**src/rtl/accessor.sv**
```systemverilog
// rtl/accessor.sv - memory-access pipeline stage between executor and writeback
// Single-outstanding native bus; loads are aligned and extended, stores write x0.
module accessor (
   input  logic        clk,
   input  logic        reset,
   input  logic        executor_valid,
   output logic        accessor_ready,
   input  logic [1:0]  in_op,
   input  logic [1:0]  in_width,
   input  logic        in_unsigned,
   input  logic [4:0]  in_rd,
   input  logic [31:0] in_rd_data,
   input  logic [31:0] in_mem_addr,
   input  logic [31:0] in_mem_data,
   output logic        accessor_valid,
   input  logic        writeback_ready,
   output logic [4:0]  out_rd,
   output logic [31:0] out_rd_data,
   output logic        fault,
   output logic        mem_valid,
   input  logic        mem_ready,
   output logic [31:0] mem_addr,
   output logic [31:0] mem_wdata,
   output logic [3:0]  mem_wstrb,
   input  logic [31:0] mem_rdata
);

   localparam logic [0:0] S_IDLE = 1'b0;
   localparam logic [0:0] S_MEM  = 1'b1;

   logic [0:0]  r_state;
   logic        r_is_load;
   logic [1:0]  r_width;
   logic        r_unsigned;
   logic [4:0]  r_rd;
   logic [1:0]  r_addr_lo;
   logic        r_valid;
   logic        r_fault;
   logic [4:0]  r_out_rd;
   logic [31:0] r_out_data;
   logic        r_mem_valid;
   logic [31:0] r_mem_addr;
   logic [31:0] r_mem_wdata;
   logic [3:0]  r_mem_wstrb;

   logic        w_accept;
   logic        w_is_load;
   logic        w_is_store;
   logic        w_misaligned;
   logic [31:0] w_wdata;
   logic [3:0]  w_wstrb;
   logic [7:0]  w_byte;
   logic [15:0] w_half;
   logic [31:0] w_load_data;

   assign accessor_ready = (r_state == S_IDLE) && (!r_valid || writeback_ready);
   assign w_accept       = executor_valid && accessor_ready;
   assign w_is_load      = (in_op == 2'b01);
   assign w_is_store     = (in_op == 2'b10);
   // Width 11 behaves as word, so only bit 1 distinguishes word from half.
   assign w_misaligned   = ((in_width == 2'b01) && in_mem_addr[0]) ||
                           (in_width[1] && (in_mem_addr[1:0] != 2'b00));

   always_comb begin
      w_wdata = in_mem_data;
      w_wstrb = 4'b1111;
      case (in_width)
         2'b00: begin
            w_wdata = {4{in_mem_data[7:0]}};
            w_wstrb = 4'b0001 << in_mem_addr[1:0];
         end
         2'b01: begin
            w_wdata = {2{in_mem_data[15:0]}};
            w_wstrb = 4'b0011 << {in_mem_addr[1], 1'b0};
         end
         default: begin
            w_wdata = in_mem_data;
            w_wstrb = 4'b1111;
         end
      endcase
   end

   assign w_byte = mem_rdata[{r_addr_lo, 3'b000} +: 8];
   assign w_half = mem_rdata[{r_addr_lo[1], 4'b0000} +: 16];

   always_comb begin
      w_load_data = mem_rdata;
      case (r_width)
         2'b00:   w_load_data = r_unsigned ? {24'd0, w_byte} : {{24{w_byte[7]}}, w_byte};
         2'b01:   w_load_data = r_unsigned ? {16'd0, w_half} : {{16{w_half[15]}}, w_half};
         default: w_load_data = mem_rdata;
      endcase
   end

   always_ff @(posedge clk) begin
      if (reset) begin
         r_state     <= S_IDLE;
         r_is_load   <= 1'b0;
         r_width     <= 2'b00;
         r_unsigned  <= 1'b0;
         r_rd        <= 5'd0;
         r_addr_lo   <= 2'b00;
         r_valid     <= 1'b0;
         r_fault     <= 1'b0;
         r_out_rd    <= 5'd0;
         r_out_data  <= 32'd0;
         r_mem_valid <= 1'b0;
         r_mem_addr  <= 32'd0;
         r_mem_wdata <= 32'd0;
         r_mem_wstrb <= 4'b0000;
      end else if (r_state == S_MEM) begin
         // Output register is always empty here: entering MEM drained it.
         if (mem_ready) begin
            r_state     <= S_IDLE;
            r_mem_valid <= 1'b0;
            r_valid     <= 1'b1;
            r_fault     <= 1'b0;
            r_out_rd    <= r_is_load ? r_rd : 5'd0;
            r_out_data  <= r_is_load ? w_load_data : 32'd0;
         end
      end else if (w_accept) begin
         r_is_load  <= w_is_load;
         r_width    <= in_width;
         r_unsigned <= in_unsigned;
         r_rd       <= in_rd;
         r_addr_lo  <= in_mem_addr[1:0];
         if (!(w_is_load || w_is_store)) begin
            r_valid    <= 1'b1;
            r_fault    <= 1'b0;
            r_out_rd   <= in_rd;
            r_out_data <= in_rd_data;
         end else if (w_misaligned) begin
            r_valid    <= 1'b1;
            r_fault    <= 1'b1;
            r_out_rd   <= 5'd0;
            r_out_data <= 32'd0;
         end else begin
            r_state     <= S_MEM;
            r_valid     <= 1'b0;
            r_mem_valid <= 1'b1;
            r_mem_addr  <= {in_mem_addr[31:2], 2'b00};
            r_mem_wdata <= w_wdata;
            r_mem_wstrb <= w_is_store ? w_wstrb : 4'b0000;
         end
      end else if (r_valid && writeback_ready) begin
         r_valid <= 1'b0;
      end
   end

   assign accessor_valid = r_valid;
   assign fault          = r_fault;
   assign out_rd         = r_out_rd;
   assign out_rd_data    = r_out_data;
   assign mem_valid      = r_mem_valid;
   assign mem_addr       = r_mem_addr;
   assign mem_wdata      = r_mem_wdata;
   assign mem_wstrb      = r_mem_wstrb;

endmodule
```
**config.mk**
```make
export PLATFORM = sky130hd
export DESIGN_NAME = accessor
export DESIGN_NICKNAME = d
export VERILOG_FILES = /design/src/rtl/accessor.sv
export SDC_FILE = /design/constraint.sdc
export NUM_CORES = 1
export LEC_CHECK = 0
export CELL_PAD_IN_SITES_DETAIL_PLACEMENT = 0
export CELL_PAD_IN_SITES_GLOBAL_PLACEMENT = 1
export CORE_MARGIN = 2
export CORE_UTILIZATION = 31
export CTS_BUF_LIST = sky130_fd_sc_hd__clkbuf_2
export CTS_CLUSTER_DIAMETER = 40
export CTS_CLUSTER_SIZE = 25
export DETAILED_ROUTE_END_ITERATION = 12
export GPL_TIMING_DRIVEN = 0
export HOLD_SLACK_MARGIN = 0.05
export PLACE_DENSITY_LB_ADDON = 0.05
export SLEW_MARGIN = 20
export SYNTH_ARGS = -nofsm -noshare
export SYNTH_HDL_FRONTEND = slang
export SYNTH_SLANG_ARGS = --single-unit
```
**constraint.sdc**
```tcl
create_clock -name clk -period 2.4 [get_ports clk]
set_input_delay 0.6 -clock clk [delete_from_list [all_inputs] [get_ports clk]]
set_output_delay 0.6 -clock clk [all_outputs]
set_load 0.02 [all_outputs]
```
# Word-level counts from Yosys, hierarchy flattened
# Index checks and enable logic that the tools add are counted.
[op_classes]
n_mux = 38
n_eq_ne = 7
bitwise = 2
n_reduce_logical = 20
shift = 4
[ops]
columns = ["operator", "n"]
rows = [
  ["$mux W32", 8],
  ["$pmux W32 S2", 2],
  ["$shiftx A32 B6 Y16", 1],
  ["$shiftx A32 B6 Y8", 1],
  ["$mux W5", 6],
  ["$mux W1", 20],
  ["$pmux W4 S2", 1],
  ["$reduce_and A4 Y1", 2],
  ["$eq A2 B1 Y1 const B", 3],
  ["$reduce_bool A2 Y1", 3],
  ["$logic_and A1 B1 Y1", 5],
  ["$logic_not A2 Y1", 2],
  ["$mux W4", 1],
  ["$ne A2 B2 Y1 const B", 2],
  ["$reduce_and A2 Y1", 2],
  ["$shl A1 B2 Y4 const A", 1],
  ["$shl A2 B2 Y4 const A", 1],
  ["$logic_or A1 B1 Y1", 3],
  ["$ne A3 B3 Y1 const B", 1],
  ["$reduce_and A3 Y1", 1],
  ["$reduce_bool A3 Y1", 1],
  ["$eq A2 B2 Y1 const B", 1],
  ["$not A1 Y1", 2],
  ["$logic_not A1 Y1", 1],
]
[totals]
wordCells = 85
regBits = 118
in_bits = 143

# Depth between registers and ports, before layout
# Gate-level depths: netlist (run 1).
[depth]
depth_word = 7
ltp_mapped = 8
mapped_depth_nobuf = 6

# Worst setup path after synthesis (run 1)
# Ideal clock, no wire load.
[synth_timing]
path_kind = "input-to-reg"
startpoint = "in in_op[0]"
endpoint = "reg r_out_data[12], in the netlist out_rd_data[12]"
setup_slack_ns = 0.379
cell_stages = 7
setup_ns = 0.088
required_ns = 2.312
t_arrival_ns = 1.933
path_cell_list = "inv_1 -> ha_1 -> clkinv_1 -> nor2_2 -> clkbuf_1 -> nand2_1 -> a311oi_2"
[synth_via]
elab_chain_cells = 5
elab_cells_between_ends = 8
[synth_lines]
columns = ["element", "line_no", "rtl"]
rows = [
  ["from (decl)", "8", "input logic [1:0] in_op,"],
  ["$eq A2 B1 Y1 / $eq A2 B2 Y1 (equally long branches)", "58, 59", ""],
  ["$logic_or A1 B1 Y1 (*)", "127", "if (!(w_is_load || w_is_store)) begin"],
  ["$mux W32", "127", ""],
  ["$mux W32", "121", "end else if (w_accept) begin"],
  ["$mux W32", "111", "end else if (r_state == S_MEM) begin"],
  ["to (signal assigned)", "119", "r_out_data <= r_is_load ? w_load_data : 32'd0;"],
  ["to (signal assigned)", "131", "r_out_data <= in_rd_data;"],
  ["to (decl)", "40", "logic [31:0] r_out_data;"],
]
# Every way passes the cells marked *; elsewhere a longest branch is shown, timed or not. The select of a mux whose other input is x is not followed.
# A chain may end at the register's enable or synchronous reset.

# Final worst setup path (run 1)
[layout_timing]
startpoint = "reg r_mem_wstrb[1], in the netlist mem_wstrb[1]"
endpoint = "out mem_wstrb[1]"
[layout_rtl]
columns = ["element", "line_no", "rtl"]
rows = [
  ["from (decl)", "44", "logic [3:0] r_mem_wstrb;"],
  ["from (signal assigned)", "143", "r_mem_wstrb <= w_is_store ? w_wstrb : 4'b0000;"],
  ["to (decl)", "24", "output logic [3:0] mem_wstrb,"],
]
# No word-level cell between the ends.

==> results of run 1 <==
==> power by group through the flow <==
stage | Clock (W) | Combinational (W) | Sequential, W
3_5_place_dp | 0 | 0.00146 | 0.00222
4_1_cts | 0.00140 | 0.00146 | 0.00218
5_1_grt | 0.00149 | 0.00156 | 0.00219
3_3_place_gp | 0 | 0.00146 | 0.00222
2_1_floorplan | 0 | 0.000614 | 0.00237
6_report | 0.00134 | 0.00144 | 0.00218
==> sequential cells by signal, summed over array words and instances (netlist names) <==
signal and count:
out_rd_data 32, r_state 1, r_rd 5, mem_addr 30, r_width 2, out_rd 5, r_addr_lo 2, r_unsigned 1
mem_wstrb 4, mem_wdata 32, fault 1, r_is_load 1, accessor_valid 1, mem_valid 1
==> cell type report <==
class,instances,area share
antenna,1,0.000276
buffer,68,0.0395
clock buffer,18,0.00992
clock inverter,14,0.0165
inverter,23,0.00951
multi-input combinational,507,0.347
sequential,118,0.260
tap,234,0.0322
timing repair buffer,248,0.285
==> placed cells by master (no fill, tap or decap), types with 20 or more instances in the layout <==
cell type | Yosys | final
inv_1 | 21 | 21
clkdlybuf4s50_1 | 0 | 203
a21oi_1 | 66 | 66
nor2_1 | 21 | 21
dlymetal6s2s_1 | 0 | 43
clkbuf_1 | 24 | 24
dfxtp_1 | 118 | 117
buf_2 | 28 | 28
nand2_1 | 177 | 177
a311oi_1 | 20 | 20
a211oi_1 | 49 | 49
==> Yosys cell counts (2+ instances only) <==
library cell,n
o21ai_0,15
and2_1,4
nand3_1,3
a22oi_1,6
buf_2,28
mux2_2,16
nand3b_1,2
nor3_1,2
a221oi_2,11
buf_1,3
clkbuf_1,24
nor2_1,21
a32oi_1,7
a211o_1,2
dfxtp_1,118
a21oi_2,4
nand2b_1,19
a221oi_1,6
buf_6,2
buf_4,10
o211ai_2,9
inv_1,21
a211oi_1,49
a21o_1,14
a21oi_1,66
mux2i_1,16
a311oi_2,3
ha_1,2
o211ai_1,10
nand2_1,177
a311oi_1,20
==> stage by stage <==
| stage | util | instances | area (sq um) | power (W) | worst slack, ns |
|---|---|---|---|---|---|
| 6_report | 0.484 | 1231 | 9080 | 0.00496 | 0.107 |
| 5_1_grt | 0.484 | 1231 | 9080 | 0.00524 | 0.000922 |
| 4_1_cts | 0.478 | 1230 | 8970 | 0.00504 | 0.00519 |
| 3_5_place_dp | 0.465 | 1198 | 8730 | 0.00368 | -0.650 |
| 3_3_place_gp | 0.465 | 1198 | 8730 | 0.00368 | -0.649 |
| 2_1_floorplan | - | 716 | 5960 | 0.00298 | 0.379 |
==> repair_timing <==
| item | CTS | global route |
|---|---|---|
| buffers inserted | 0 | 0 |
| gates resized for setup | 2 | 46 |
| hold endpoints to repair | 0 | 0 |
| endpoints found under the setup margin | 2 | 44 |
==> kinds of logic after synthesis <==
family                   Yosys count  share of synthesized area
adder cells (fa/ha/maj)            2                    0.00420
other                              1                   0.000630
AND/OR/NAND/NOR                  238                      0.170
flip-flops                       118                      0.397
multiplexers                      32                     0.0571
buffers and inverters             91                     0.0748
AO/OA/AOI/OAI                    233                      0.296
==> how the worst max path moves through the flow <==
stage,end
finish,mem_wstrb[1]
global route,mem_addr[13]
CTS,mem_wdata[13]
detailed placement,out_rd_data[13]$_SDFFE_PP0P_
global placement,out_rd_data[14]$_SDFFE_PP0P_
floorplan,out_rd_data[12]$_SDFFE_PP0P_
==> routing by layer <==
metal  part of all wire  global-route usage  routed length, um  up-vias
li1                   -                   -                  -     3088
met1               0.47               0.293              10200     2767
met2               0.45               0.325               9660      196
met3              0.066              0.0441               1410       12
met4              0.011              0.0532                230        0
met5                  0                   0                  0        -
==> worst reg2reg max path, delay by kind of cell (launching register included) <==
family	cells	cell delay, ns
simple gates	1	0.14
compound gates	3	0.68
flops	1	0.34
buf+inv	3	0.65
==> results.md, run 1 <==
- Status: finished, final reports clean
- H-Tree Depth: 4
- Fill cell count: between 1500 and 2000
- Post-synthesis cell type count: 56
- Worst Hold Launch: in_mem_addr[23]
- Min Tclk post-route: about 2.3 ns
- Multi-input gate area: between 0.003 and 0.004 sq mm
- Setup-failing EPs final: 0
- Net load switching power: between 0.0015 and 0.002 W
- First-pass GRT wire length: 32700 um
- Worst min-delay path class: in -> reg
- Hold depth: 3
- Routed vias: 6063
- TritonCTS clock tree: built
- Synth async-reset ratio: 0
- Clk pwr share: 0.270
- Cell count after synthesis: 715
- Die Wd: about 140 um
- DRT Pass-1 Iters: 4
- CP Launch Type: register
- Reg-to-reg setup timing slack: just over 0.5 ns
- Initial antenna violation count: 1
- Hold_buf cts: 0
- Overall routing resource usage: 0.208
- Pleak: slightly below 4 nW
- CP endpoint kind: output pin
- Starting density of the core: 0.317
- Final ANT Viol Nets: 0
- Vias in the first global route: 5812
- FF+latch area: 0.00236 sq mm
- CP top delay family: buffers and inverters
- Final Cycle Share: 0.955
- Slowest cell delay on critical path: 0.64 ns
- Routed length per instance: approximately 17 um
- I/O pin count: 252
- Share of cells above drive strength 1: 0.128
- Clock Latency Late Sink: a little under 0.7 ns
- R2R cell count: 7
- Max frequency: between 0.4 and 0.5 GHz
- Number of port buffers: about 250
- Max_cap viols: 0
- TNS Setup: 0 ns
- Peak supply drop: between 0.2 and 0.3 mV
- Area Growth Syn to Fin: 52.5%
- Crit Path Category: reg -> out
- Worst Tran Pin Value: 0.839 ns
- Die ar.: approximately 0.020 sq mm
- Cell Int Power: between 0.003 and 0.004 W
- Grt ovf: 0
- Max Fanout on Critical Path: 2
- Worst Path Arrival: about 1.7 ns
- Hold_ws: between 0.4 and 0.5 ns
- Sw Share: 0.337
- Avg Inst Size Synth: 8.33 sq um
- Register area share after synthesis: 0.397
- Synthesized flop and latch total: between 100 and 150
- Sequential share of power: 0.439
- Root Buffer: clkbuf_2
- Max Root-Sink Buffers: 2
- Req. time, crit path: 1.80 ns
- Reg clk slew, reported paths: around 0.20 ns
- Total number of yosys warnings: 0
- Top cells by area, synth: dfxtp_1 40%, nand2_1 11%, a211oi_1 6.2%, a21oi_1 5.5%, mux2_2 3.0%
- CTS sink count: 118
- DRC viols: 0
- Crit path cell chain: clkdlybuf4s50_1
- Post-synth top area share: 0.397
- CP Launch Point: mem_wstrb[1]$_SDFFE_PP0P_
- Die Y-Extent: ~140 um
- RR Startpoint: r_state$_SDFF_PP0_
- Pwr/cell area: around 550 mW/mm^2
- DR iter-0 viols: 224
- DRT Wirelength: around 21000 um
- Crit path depth: 1
- CP max-delay cell: clkdlybuf4s50_1
- Mapped Area: between 0.005 and 0.006 sq mm
- Critical path buffers and inverters: 1
- Min-Delay Endpoint: mem_addr[23]$_SDFFE_PP0P_
- Unrepaired setup endpoints after global routing: false
- GPL Wtd Cong: between 0.8 and 0.9
- Max_slew headroom: 0.441
- RR Endpoint: out_rd_data[20]$_SDFFE_PP0P_
- Largest net degree at the start of global routing: 17
- Post-DP HPWL: ~16000 um
- Cts bufs inserted: 17
- Cell taking the most area after synthesis: dfxtp_1
- Max-slew violations: 0
- Vias/cell: 4.93
- Clk_skew: 0.0269 ns
- Post-synth EDFFs: 0
- Row cnt: 50
- CORE AREA: between 0.015 and 0.02 sq mm
- Predominant post-synthesis flop cell: dfxtp_1
- Combinational Power Share: 0.291
- Final hold vios: 0
- Final #Nets: about 1100
Power figures use the tool's default switching activity.
==> run 2: changes to the inputs <==
ABC_AREA = 1   (was unset)
CORE_UTILIZATION = 26   (was 31)
clock period = 2 ns   (was 2.4 ns; I/O delays follow)
==> run 2 against run 1 <==
Global-route usage shrank 0.63 points. Setup slack improved by 0.0033 ns. Synthesized area fell by 6.9%. Clock-buffer cell count decreased by 1. Utilization fell by 8.1 points. Critical endpoint is now mem_wdata[26].
==> results.md, run 2 <==
- Min-Delay Endpoint: r_state$_SDFF_PP0_
- Peak supply drop: roughly 0.35 mV
- Pwr/cell area: a little over 700 mW/mm^2
- Count leader, synth: nand2_1
- Share of cells above drive strength 1: 0.180
- CP endpoint kind: output pin
- Min Tclk post-route: roughly 1.9 ns
- First-pass GRT wire length: between 30000 and 40000 um
- Dpl cell area: between 0.008 and 0.009 sq mm
- Root Buffer: clkbuf_2
- Clock Latency Late Sink: about 0.7 ns
- RR Startpoint: r_state$_SDFF_PP0_
- Most common cell after layout, fill and taps aside: clkdlybuf4s50_1
- Starting density of the core: 0.265
- Cell count after synthesis: around 780
- Post-DP HPWL: approximately 17000 um
- H-Tree Depth: 4
- Most frequent cells in the layout: 140 x clkdlybuf4s50_1, 134 x nand2_1, 115 x nor2_1
- Total number of yosys warnings: 0
- Reg-to-reg setup timing slack: 0.27 ns
- CP top delay family: flip-flops
- TritonCTS clock tree: built
- Reg clk slew, reported paths: 0.21 ns
- RR Endpoint: out_rd_data[28]$_SDFFE_PP0P_
- Max Root-Sink Buffers: 2
- Initial antenna violation count: 2
- Routed vias: about 6200
- Number of port buffers: 247
- Die Y-Extent: approximately 150 um
- Post-synth EDFFs: 0
- Slowest cell delay on critical path: between 0.3 and 0.4 ns
- Cts bufs inserted: 17
- Final hold vios: 0
- Grt ovf: 0
- Register area share after synthesis: 0.426
- Crit path cell chain: clkdlybuf4s15_1
- DRC viols: 0
- Cell taking the most area after synthesis: dfxtp_1
- Max Fanout on Critical Path: 2
- R2R cell count: 5
- Final #Nets: roughly 1200
- Top cells by count, synth: 134 x nand2_1, 118 x dfxtp_1, 115 x nor2_1, 114 x o21ai_0, 78 x a21oi_1
- Mapped Area: roughly 0.0055 sq mm
- Pleak: between 3 and 4 nW
- Vias/cell: around 4.7
- Predominant post-synthesis flop cell: dfxtp_1
- Post-synth top area share: 0.426
- Setup-failing EPs final: 0
- Final Cycle Share: 0.945
- Largest net degree at the start of global routing: 17
- Max_cap viols: 0
- CTS sink count: around 120
- DR iter-0 viols: 320
- Die Wd: roughly 150 um
- CP Launch Type: register
- Max frequency: about 0.53 GHz
- DRT Wirelength: approximately 23000 um
- I/O pin count: 252
- Top cells by area, synth: dfxtp_1 43%, o21ai_0 10%, nand2_1 9.1%, nor2_1 7.8%, a21oi_1 7.0%
- Overall routing resource usage: 0.202
- CORE AREA: 0.0210 sq mm
- Worst Hold Launch: reset
- Routed length per instance: 17.2 um
- Req. time, crit path: ~1.5 ns
- Clk_skew: approximately 0.027 ns
- Post-synthesis cell type count: 32
- Synthesized flop and latch total: 118
- Avg Inst Size Synth: between 7 and 8 sq um
- Die ar.: between 0.02 and 0.025 sq mm
- Power, Total: ~0.0060 W
- Row cnt: 53
- Hold depth: 2
- GPL Wtd Cong: 0.825
- Synth async-reset ratio: 0
- Worst min-delay path class: in -> reg
- Critical path buffers and inverters: 1
- Vias in the first global route: just over 6000
- Worst Path Arrival: 1.39 ns
- CP max-delay cell: dfxtp_1
- Status: finished, final reports clean
- Final ANT Viol Nets: 0
- Max_slew headroom: 0.469
- DRT Pass-1 Iters: 5
- Max-slew violations: 0
- Worst Tran Pin Value: a little under 0.8 ns
- Area Growth Syn to Fin: 52.4%
- Crit Path Category: reg -> out
- Design Area, Final: about 0.0084 sq mm
-- run 2: cell type report --
| class | instances | area, sq um |
|---|---|---|
| Clock buffer | 17 | 85.1 |
| Buffer | 58 | 288 |
| Multi-Input combinational cell | 565 | 2770 |
| Antenna cell | 2 | 5.00 |
| Inverter | 35 | 139 |
| Sequential cell | 118 | 2380 |
| Fill cell | 2312 | 12500 |
| Tap cell | 275 | 344 |
| Timing Repair Buffer | 248 | 2290 |
| Clock inverter | 15 | 145 |
-- run 2: cells by family after synthesis --
family / Yosys count / synth area share
AOI/OAI and AO/OA: 269 / 0.272
adders and majority gates: 2 / 0.00451
buffers and inverters: 93 / 0.0767
DFF: 118 / 0.426
other: 1 / 0.000676
and+or+nand+nor: 292 / 0.220
-- run 2: worst max path at each step --
stage	start	end	slack, ns	depth (start not counted)
after floorplan	in_op[0]	out_rd_data[20]$_SDFFE_PP0P_	0.28	7
after global placement	in_op[0]	out_rd_data[27]$_SDFFE_PP0P_	-0.84	8
after detailed placement	in_op[0]	out_rd_data[27]$_SDFFE_PP0P_	-0.82	8
after CTS	r_state$_SDFF_PP0_	accessor_ready	-0.005	2
after global routing	mem_addr[24]$_SDFFE_PP0P_	mem_addr[24]	-0.0001	1
final	mem_wdata[26]$_SDFFE_PP0P_	mem_wdata[26]	0.11	1
-- run 2: stage by stage --
| stage | utilization | hold slack, ns | setup slack, ns | cells | setup TNS [ns] |
|---|---|---|---|---|---|
| after global placement | 0.399 | 0.436 | -0.843 | 1298 | -56.58 |
| after floorplan | - | 0.424 | 0.282 | 776 | 0 |
| after global routing | 0.403 | 0.0979 | -0.000137 | 1333 | -0.000137 |
| after CTS | 0.410 | 0.0754 | -0.00454 | 1330 | -0.00454 |
| final | 0.403 | 0.161 | 0.111 | 1333 | 0 |
| after detailed placement | 0.399 | 0.441 | -0.818 | 1298 | -57.47 |
-- run 2: layer usage --
metal / track usage / part of all wire
met5: 0 / 0
met4: 0.0604 / 0.016
met3: 0.0732 / 0.093
met2: 0.324 / 0.46
met1: 0.254 / 0.43
-- run 2: what timing repair did --
action,4_1_cts,5_1_grt
hold buffers,0,0
pin swaps,1,0
buffers inserted,0,1
hold endpoints to repair,0,0
gates resized for setup,218,89
endpoints found under the setup margin,108,95
-- run 2: power by group --
part / leakage, nW / switching, W / internal (W)
clock: 0.126 / 0.00111 / 0.000475
combinational: 2.53 / 0.00102 / 0.000726
sequential: 0.975 / 0.000106 / 0.00256
total: 3.63 / 0.00224 / 0.00377
==> run 3: changes to the inputs <==
REMOVE_ABC_BUFFERS = 1   (was unset)
==> run 3 against run 2 <==
Non-clock buffer count shrank 45. First-iteration DRC count shrank 0.63%. Die area is the same. Clock-buffer cell count is the same. Utilization shrank 1.3 points. Via count shrank 4.6%. Critical path depth grew 10. Sequential power is essentially flat. Design area shrank 3.2%. Sequential share of layout area grew 0.88 points. Flip-flop and latch count is the same. Register-to-register slack lost 0.17 ns. Largest cell class unchanged. Largest power group unchanged.
==> results.md, run 3 (synthesis gave the netlist of run 2 again) <==
- Critical path buffers and inverters: 6
- Die Y-Extent: about 150 um
- Most frequent cells in the layout: 141 x clkdlybuf4s50_1, 132 x nand2_1, 114 x o21ai_0, 114 x nor2_1, 111 x clkbuf_2
- Max Fanout on Critical Path: 27
- Final hold vios: 0
- I/O pin count: roughly 250
- DRC viols: 0
- Worst Path Arrival: around 2.6 ns
- Most common cell after layout, fill and taps aside: clkdlybuf4s50_1
- Share of cells above drive strength 1: 0.205
- Row cnt: 53
- Slowest cell delay on critical path: 0.49 ns
- Hold_ws: about 0.27 ns
- Power, Total: approximately 0.006 W
- TNS Setup: 0 ns
- First-pass GRT wire length: about 32000 um
- Final ANT Viol Nets: 0
- CP Launch Type: primary input
- Req. time, crit path: about 2.6 ns
- Clk_skew: 0.0358 ns
- Number of port buffers: 249
- Routed length per instance: ~16 um
- Cts bufs inserted: 17
- Crit path cell chain: clkdlybuf4s50_1 > inv_1 > ha_1 > inv_1 > nand2_2 > nor2_4 > buf_12 > buf_16 > buf_16 > o21ai_0 > a31oi_1
- Design Area, Final: between 0.008 and 0.009 sq mm
- DRT Wirelength: 21000 um
- Max frequency: between 0.5 and 0.6 GHz
- Area Growth Syn to Fin: 47.6%
- Max_slew headroom: 0.417
- Reg clk slew, reported paths: between 0.2 and 0.25 ns
- Max_cap viols: 0
- H-Tree Depth: 4
- CP top delay family: buffers and inverters
- Dpl cell area: approximately 0.0082 sq mm
- Routed vias: around 6000
- Min Tclk post-route: roughly 1.9 ns
- DRT Pass-1 Iters: 4
- TritonCTS clock tree: built
- Setup-failing EPs final: 0
- Final Core Density: 0.390
- Pleak: 3.60 nW
- Largest net degree at the start of global routing: 69
- CTS sink count: roughly 120
- CP endpoint kind: register
- Final Cycle Share: 0.965
- Die ar.: ~0.023 sq mm
- Crit Path Category: in -> reg
- Root Buffer: clkbuf_2
- Grt ovf: 0
- DR iter-0 viols: around 320
- Worst Tran Pin Value: between 0.8 and 0.9 ns
- CORE AREA: between 0.02 and 0.025 sq mm
- Starting density of the core: 0.265
- Worst min-delay path class: in -> reg
- Vias in the first global route: around 6000
- CP max-delay cell: clkdlybuf4s50_1
- Peak supply drop: about 0.29 mV
- Max Root-Sink Buffers: 2
- Overall routing resource usage: 0.185
- Status: finished, final reports clean
- Clock Latency Late Sink: 0.70 ns
- Die Wd: 150 um
- Initial antenna violation count: 2
- Vias/cell: 4.62
- Pwr/cell area: between 700 and 800 mW/mm^2
- Max-slew violations: 0
- Unrepaired setup endpoints after global routing: true
- GPL Wtd Cong: between 0.7 and 0.8
- Final #Nets: 1145
- Post-DP HPWL: approximately 14000 um
[run 3: cell types whose count changed in the layout (fill, tap and decap cells not counted), sizes merged, moves of 2 or more]
cell	before	now
clkinv	4	7
clkdlybuf4s15	59	8
buf	33	17
bufinv	1	3
clkbuf	89	112
clkinvlp	5	3
inv	40	37
[run 3: worst min-delay path: stages]
cell and delay, ns:
clkbuf_4 0.26, nand2_1 0.11, a31oi_1 0.07
[run 3: layout make-up]
| type | instances | area [sq um] |
|---|---|---|
| fill | 2280 | 12800 |
| multi-input combinational | 567 | 2830 |
| sequential | 118 | 2380 |
| timing repair buffer | 261 | 2200 |
| tap | 275 | 344 |
| clock inverter | 15 | 193 |
| inverter | 35 | 149 |
| clock buffer | 17 | 85.1 |
| antenna | 1 | 2.50 |
[run 3: metal layers]
metal | share of wire | vias to the layer above | track usage
met2 | 0.47 | 183 | 0.299
met3 | 0.091 | 12 | 0.0759
met4 | 0.0069 | 2 | 0.0429
met5 | 0.00062 | - | 0
met1 | 0.44 | 2688 | 0.229
li1 | - | 3073 | -
[run 3: timing repair]
action | CTS | global route
hold buffers | 0 | 0
endpoints found under the setup margin | 214 | 128
gates cloned | 1 | 1
pin swaps | 1 | 1
setup buffers | 4 | 3
resized for setup | 201 | 153
[run 3: where the power goes]
| group | internal (W) | switching, W |
|---|---|---|
| logic | 0.000669 | 0.000968 |
| clock network | 0.000727 | 0.00110 |
| registers | 0.00256 | 0.000125 |
[run 3: through the flow]
step                      std cells  setup WS, ns
after global placement         1242         -3.27
after global routing           1289       -0.0782
after CTS                      1284      0.000274
final                          1289        0.0697
after floorplan                 718        -0.810
after detailed placement       1247         -2.32
[run 3: path summary, 6_finish.rpt]
kind / startpoint / endpoint / slack (ns) / depth (start not counted)
worst max-delay path: in_op[0] / mem_wdata[23]$_SDFFE_PP0P_ / 0.07 / 11
worst min-delay path: in_width[1] / mem_wdata[18]$_SDFFE_PP0P_ / 0.27 / 3
worst max register to register: r_state$_SDFF_PP0_ / out_rd_data[23]$_SDFFE_PP0P_ / 0.10 / 8
worst min register to register: r_rd[4]$_SDFFE_PP0P_ / r_rd[4]$_SDFFE_PP0P_ / 0.46 / 2
